$ cat src/rtl/hazard_controller_pkg.sv
// Shared types for the decode-stage hazard controller: scoreboard entry and FSM state.
// No logic; widths here fix the scoreboard entry layout.
package hazard_controller_pkg;

    localparam int HZ_ADDR_W = 5;

    typedef struct packed {
        logic                 valid;
        logic [HZ_ADDR_W-1:0] waddr;
        logic                 regwrite;
        logic                 setflags;
    } hz_entry_t;

    typedef enum logic {
        HZ_RUN,
        HZ_FLUSH
    } hz_state_t;

endpackage

$ cat src/rtl/hazard_scoreboard.sv
// In-flight destination tracker: DEPTH-stage shift register (EX..WB) plus source comparators.
// Shifts every cycle with no hold; match outputs are combinational from current entries.
module hazard_scoreboard
    import hazard_controller_pkg::*;
#(
    parameter int DEPTH    = 3,
    parameter int ADDR_W   = HZ_ADDR_W,
    parameter int ZERO_REG = 31
) (
    input  logic              clk,
    input  logic              rst,
    input  logic              load,
    input  hz_entry_t         load_entry,
    input  logic [ADDR_W-1:0] addr_a,
    input  logic [ADDR_W-1:0] addr_b,
    output logic              match_a,
    output logic              match_b,
    output logic              flags_pending,
    output logic              empty
);

    localparam logic [ADDR_W-1:0] ZERO_ADDR = ADDR_W'(ZERO_REG);

    hz_entry_t entries [DEPTH];

    always_ff @(posedge clk) begin
        if (!rst) begin
            for (int k = 0; k < DEPTH; k++) begin
                entries[k] <= '0;
            end
        end else begin
            entries[0] <= load ? load_entry : '0;
            for (int k = 1; k < DEPTH; k++) begin
                entries[k] <= entries[k-1];
            end
        end
    end

    // The WB entry is still compared: the regfile has no write-through bypass.
    always_comb begin
        match_a       = 1'b0;
        match_b       = 1'b0;
        flags_pending = 1'b0;
        empty         = 1'b1;
        for (int k = 0; k < DEPTH; k++) begin
            if (entries[k].valid) begin
                empty = 1'b0;
                if (entries[k].regwrite && entries[k].waddr == addr_a) match_a = 1'b1;
                if (entries[k].regwrite && entries[k].waddr == addr_b) match_b = 1'b1;
                if (entries[k].setflags) flags_pending = 1'b1;
            end
        end
        if (addr_a == ZERO_ADDR) match_a = 1'b0;
        if (addr_b == ZERO_ADDR) match_b = 1'b0;
    end

endmodule

$ cat src/rtl/hazard_controller.sv
// Decode issue/stall/flush sequencer for the in-order pipeline with RAW scoreboard.
// Zero added latency (hazards stall same cycle); flush outranks stall, reset outranks both.
module hazard_controller
    import hazard_controller_pkg::*;
#(
    parameter int ADDR_W       = HZ_ADDR_W,
    parameter int DEPTH        = 3,
    parameter int FLUSH_CYCLES = 2,
    parameter int ZERO_REG     = 31
) (
    input  logic              clk,
    input  logic              rst,
    input  logic              dec_valid,
    input  logic              dec_use_a,
    input  logic [ADDR_W-1:0] dec_addr_a,
    input  logic              dec_use_b,
    input  logic [ADDR_W-1:0] dec_addr_b,
    input  logic              dec_uses_flags,
    input  logic              dec_regwrite,
    input  logic [ADDR_W-1:0] dec_write_addr,
    input  logic              dec_setflags,
    input  logic              branch_taken,
    output logic              issue,
    output logic              stall,
    output logic              flush,
    output logic              pipe_empty,
    output logic [31:0]       stall_count
);

    localparam int CNT_W = (FLUSH_CYCLES > 2) ? $clog2(FLUSH_CYCLES) : 1;

    hz_state_t      state;
    logic [CNT_W-1:0] cnt;
    hz_entry_t      new_entry;
    logic           match_a;
    logic           match_b;
    logic           flags_pending;
    logic           sb_empty;
    logic           hazard;

    assign new_entry = '{valid: 1'b1, waddr: dec_write_addr,
                         regwrite: dec_regwrite, setflags: dec_setflags};

    hazard_scoreboard #(
        .DEPTH    (DEPTH),
        .ADDR_W   (ADDR_W),
        .ZERO_REG (ZERO_REG)
    ) u_scoreboard (
        .clk           (clk),
        .rst           (rst),
        .load          (issue),
        .load_entry    (new_entry),
        .addr_a        (dec_addr_a),
        .addr_b        (dec_addr_b),
        .match_a       (match_a),
        .match_b       (match_b),
        .flags_pending (flags_pending),
        .empty         (sb_empty)
    );

    assign hazard = dec_valid & ((dec_use_a & match_a) |
                                 (dec_use_b & match_b) |
                                 (dec_uses_flags & flags_pending));

    // Outputs are forced quiet while reset is held so nothing leaks into decode.
    always_comb begin
        issue = 1'b0;
        stall = 1'b0;
        flush = 1'b0;
        if (rst) begin
            if (state == HZ_FLUSH || branch_taken) begin
                flush = 1'b1;
            end else begin
                stall = hazard;
                issue = dec_valid & ~hazard;
            end
        end
    end

    assign pipe_empty = ~rst | sb_empty;

    // branch_taken is ignored in FLUSH: only bubbles can occupy EX there.
    always_ff @(posedge clk) begin
        if (!rst) begin
            state <= HZ_RUN;
            cnt   <= '0;
        end else begin
            case (state)
                HZ_RUN: begin
                    if (branch_taken && FLUSH_CYCLES > 1) begin
                        cnt   <= CNT_W'(FLUSH_CYCLES - 2);
                        state <= HZ_FLUSH;
                    end
                end
                HZ_FLUSH: begin
                    if (cnt == '0) state <= HZ_RUN;
                    else           cnt   <= cnt - 1'b1;
                end
                default: state <= HZ_RUN;
            endcase
        end
    end

    always_ff @(posedge clk) begin
        if (!rst) begin
            stall_count <= '0;
        end else if (stall && stall_count != '1) begin
            stall_count <= stall_count + 32'd1;
        end
    end

endmodule

$ cat config.mk
export PLATFORM = sky130hd
export DESIGN_NAME = hazard_controller
export DESIGN_NICKNAME = d
export VERILOG_FILES = /design/src/rtl/hazard_controller_pkg.sv /design/src/rtl/hazard_scoreboard.sv /design/src/rtl/hazard_controller.sv
export SDC_FILE = /design/constraint.sdc
export NUM_CORES = 1
export LEC_CHECK = 0
export CAP_MARGIN = 15
export CORE_MARGIN = 4
export CORE_UTILIZATION = 31
export DETAILED_ROUTE_END_ITERATION = 7
export GPL_ROUTABILITY_DRIVEN = 0
export PLACE_DENSITY = 0.62
export SLEW_MARGIN = 20
export SYNTH_ARGS = -nofsm -noshare
export SYNTH_HDL_FRONTEND = slang
export SYNTH_HIERARCHICAL = 1
export SYNTH_SLANG_ARGS = --single-unit
$ cat constraint.sdc
create_clock -name clk -period 6.7 [get_ports clk]
set_input_delay 0.67 -clock clk [delete_from_list [all_inputs] [get_ports clk]]
set_output_delay 0.67 -clock clk [all_outputs]
set_load 0.01 [all_outputs]
==> qor.yml <==
run:
  maxCapViolations: 0
timing:
  setup-violations-final: 0
  maxSlewHeadroom_pct: 47.0
  hold_violations: 0
  rsz0062_at_grt: "false"
  skew_ns: 0.00689
  max_freq_mhz: 229
  worst_pin_slew_ns: 0.794
  tns_ns: 0
  min_period_ns: 4.37
  hold_slack_ns: 0.438
  slew_violations: 0
  timing.final.crit_share_pct: 65.2
logic_synthesis:
  synthTopCellsByArea: "dfxtp_1 39%, xnor2_1 7.2%, nand4_1 4.5%"
  synth_seq_cells: 57
  synth.distinct_cells: 50
  synth_warnings: 6
  synth_edf_count: 0
  synth_flop_cell: "dfxtp_1"
  synth_top_area_share_pct: 39.0
  syn_area_um2: 2920
  seq_area_frac_synth_pct: 39.0
  syn_inst: 318
  syn_nets: 343
  synth_top_cell_by_area: "dfxtp_1"
  ys_async_sr_fraction_pct: 0
  post_synth.cell_area_avg_um2: 9.19
cells_and_area:
  n_antenna_cell: 0
  drive_above_1_share_pct: 8.44
  fillers: 932
  design_area_um2: 3800
  nNetsFinal: 399
  area_growth_pct: 30.1
  multi_input_area_um2: 1650
  seq_area_um2: 1140
routing:
  via_per_inst: 5.25
  final_antenna_net_count: 0
  drt_iter0_markers: 149
  wl_per_cell_um: 15.3
  drcViolationCount: 0
  wl_um: 7490
  dr.pass1.iters: 6
  via_count: 2571
cts:
  cts.sinks: 57
  cts.reportedPaths.clkPinSlew_ns: 0.07
  cts_tree: "yes"
  ctsRootBufferMaster: "clkbuf_8"
  clk_path_buf_depth: 2
  hold_buffers: 0
  cts.htree.levels: 3
  cts_buffers: 9
  clkLatencyLatePin_ns: 0.33
  cts_resized: 0
  post_cts_buffers: 0
status:
  status: "completed"
die:
  coreArea_um2: 9200
  rows: 35
  dieArea_um2: 11000
  die_y_um: 105
  initial_utilization_pct: 31.8
  ios: 60
  fp.dieW_um: 105
grt:
  overflow: 0
  grtUsageTotal_pct: 14.2
  antenna_found_initial: 0
  first_global_vias: 2619
  grt_pass1_wl_um: 12800
  grt_max_degree: 44
worst_setup_path:
  r2r_start: "u_scoreboard/entries[0][19]$_SDFF_PN0_"
  rrSetupSlack_ns: 3.55
  r2r_end: "stall_count[21]$_SDFFE_PN0P_"
  worst-setup-path-type: "primary input to primary output"
  cp.required_ns: 6.03
  r2r.worst_path.cells: 10
  cp.arrival_ns: 3.70
  worstSetupEndpointType: "primary output"
  worst_setup_path_start_kind: "primary input"
  critPathMaxFanout: 15
power_and_ir_drop:
  ir_drop_uv: 74.5
  power.density_nw_per_um2: 204
  p_leak_nw: 1.30
placement:
  portBuffers: 59
  placed_area_um2: 3560
  dp_hpwl_um: 5300
min_path:
  worstHoldStart: "state$_SDFF_PP0_"
  min_path_cells: 1
  hp-class: "register to register"
  hold_end: "state$_SDFF_PP0_"
flip-flops by register name, summed over array words and instances, names as in the netlist:
| name | flops |
|---|---|
| state | 1 |
| stall_count | 32 |
| u_scoreboard/entries | 24 |
synth_stat cells (2+ instances only):
library cell  instances
a2111oi_2             2
a21oi_1              19
a222oi_1              2
a31o_2                2
and2_1               18
and3_1               11
and4_1                5
buf_6                 5
clkbuf_1              7
dfxtp_1              57
inv_1                 6
mux2i_1               7
nand2_1              20
nand2b_1              7
nand3_1              12
nand4_1              21
nor2_1               14
nor3_1                3
nor4_1                5
o211ai_1              2
o21a_1                2
o21ai_0               3
o21ai_1               4
o31a_1                2
o31ai_1              10
o32a_1                2
or2_1                 2
or3_1                 7
or4_1                 8
xnor2_1              24
xor2_1               10
cell families after synthesis:
| logic type | synth area share (%) |
|---|---|
| buf+inv | 4.41 |
| other cells | 0.128 |
| compound gates | 13.3 |
| xor+xnor | 10.2 |
| flops | 39.0 |
| mux | 2.40 |
| fa+ha+maj | 0.428 |
| simple gates | 30.1 |
routing by layer:
| metal | wire (um) | global-route usage, % | vias to the layer above |
|---|---|---|---|
| li1 | - | - | 1280 |
| met1 | 3500 | 17.9 | 1201 |
| met2 | 3400 | 22.2 | 77 |
| met3 | 489 | 5.00 | 13 |
| met4 | 103 | 5.53 | 0 |
| met5 | 0 | 0 | - |
layout make-up:
class	instances	area share (%)
clock inverter	5	2.70
inverter	7	0.691
timing repair buffer	60	15.7
multi-input combinational	239	43.5
tap	111	3.65
clock buffer	11	3.72
sequential	57	30.0
worst max-delay path by stage:
stage	cells past startpoint	startpoint	slack (ns)	endpoint
floorplan	12	dec_addr_b[2]	3.96	stall_count[6]$_SDFFE_PN0P_
global placement	9	dec_addr_b[1]	2.58	stall
detailed placement	9	dec_addr_a[3]	2.44	stall
CTS	9	dec_addr_a[3]	2.37	stall
global route	9	dec_addr_a[4]	2.12	stall
finish	9	dec_addr_a[3]	2.33	stall
critical path, stage by stage:
cell             delay, ns
clkdlybuf4s50_1       0.59
xor2_1                0.21
nor4_1                0.08
nand4_1               0.11
a21oi_1               0.08
a222oi_1              0.63
or2_1                 0.55
inv_2                 0.23
clkdlybuf4s50_1       0.54
metrics by stage:
stage / std cells / setup WS [ns] / power, W / util [%]
finish: 490 / 2.33 / 0.000777 / 41.3
global route: 490 / 2.12 / 0.000807 / 41.3
CTS: 490 / 2.37 / 0.000788 / 41.3
detailed placement: 474 / 2.44 / 0.000390 / 38.7
global placement: 474 / 2.58 / 0.000391 / 38.7
floorplan: 318 / 3.96 / 0.000367 / -
layout by cell type, fill, tap and decap left out, drive strengths merged, types with 9 or more instances in the layout:
cell,Yosys,layout
nand3,12,12
a21oi,20,20
clkbuf,8,11
nand4,23,23
and3,12,12
o31ai,10,10
clkdlybuf4s50,0,59
or4,9,9
xnor2,24,24
and2,18,18
dfxtp,57,57
nor2,14,14
nand2,20,20
xor2,10,10
where the power goes:
| group | switching [W] | internal [W] | total (W) |
|---|---|---|---|
| logic | 0.0000184 | 0.0000222 | 0.0000405 |
| clock network | 0.000138 | 0.000257 | 0.000394 |
| registers | 0.00000154 | 0.000341 | 0.000342 |
(Power assumes the default switching activity.)
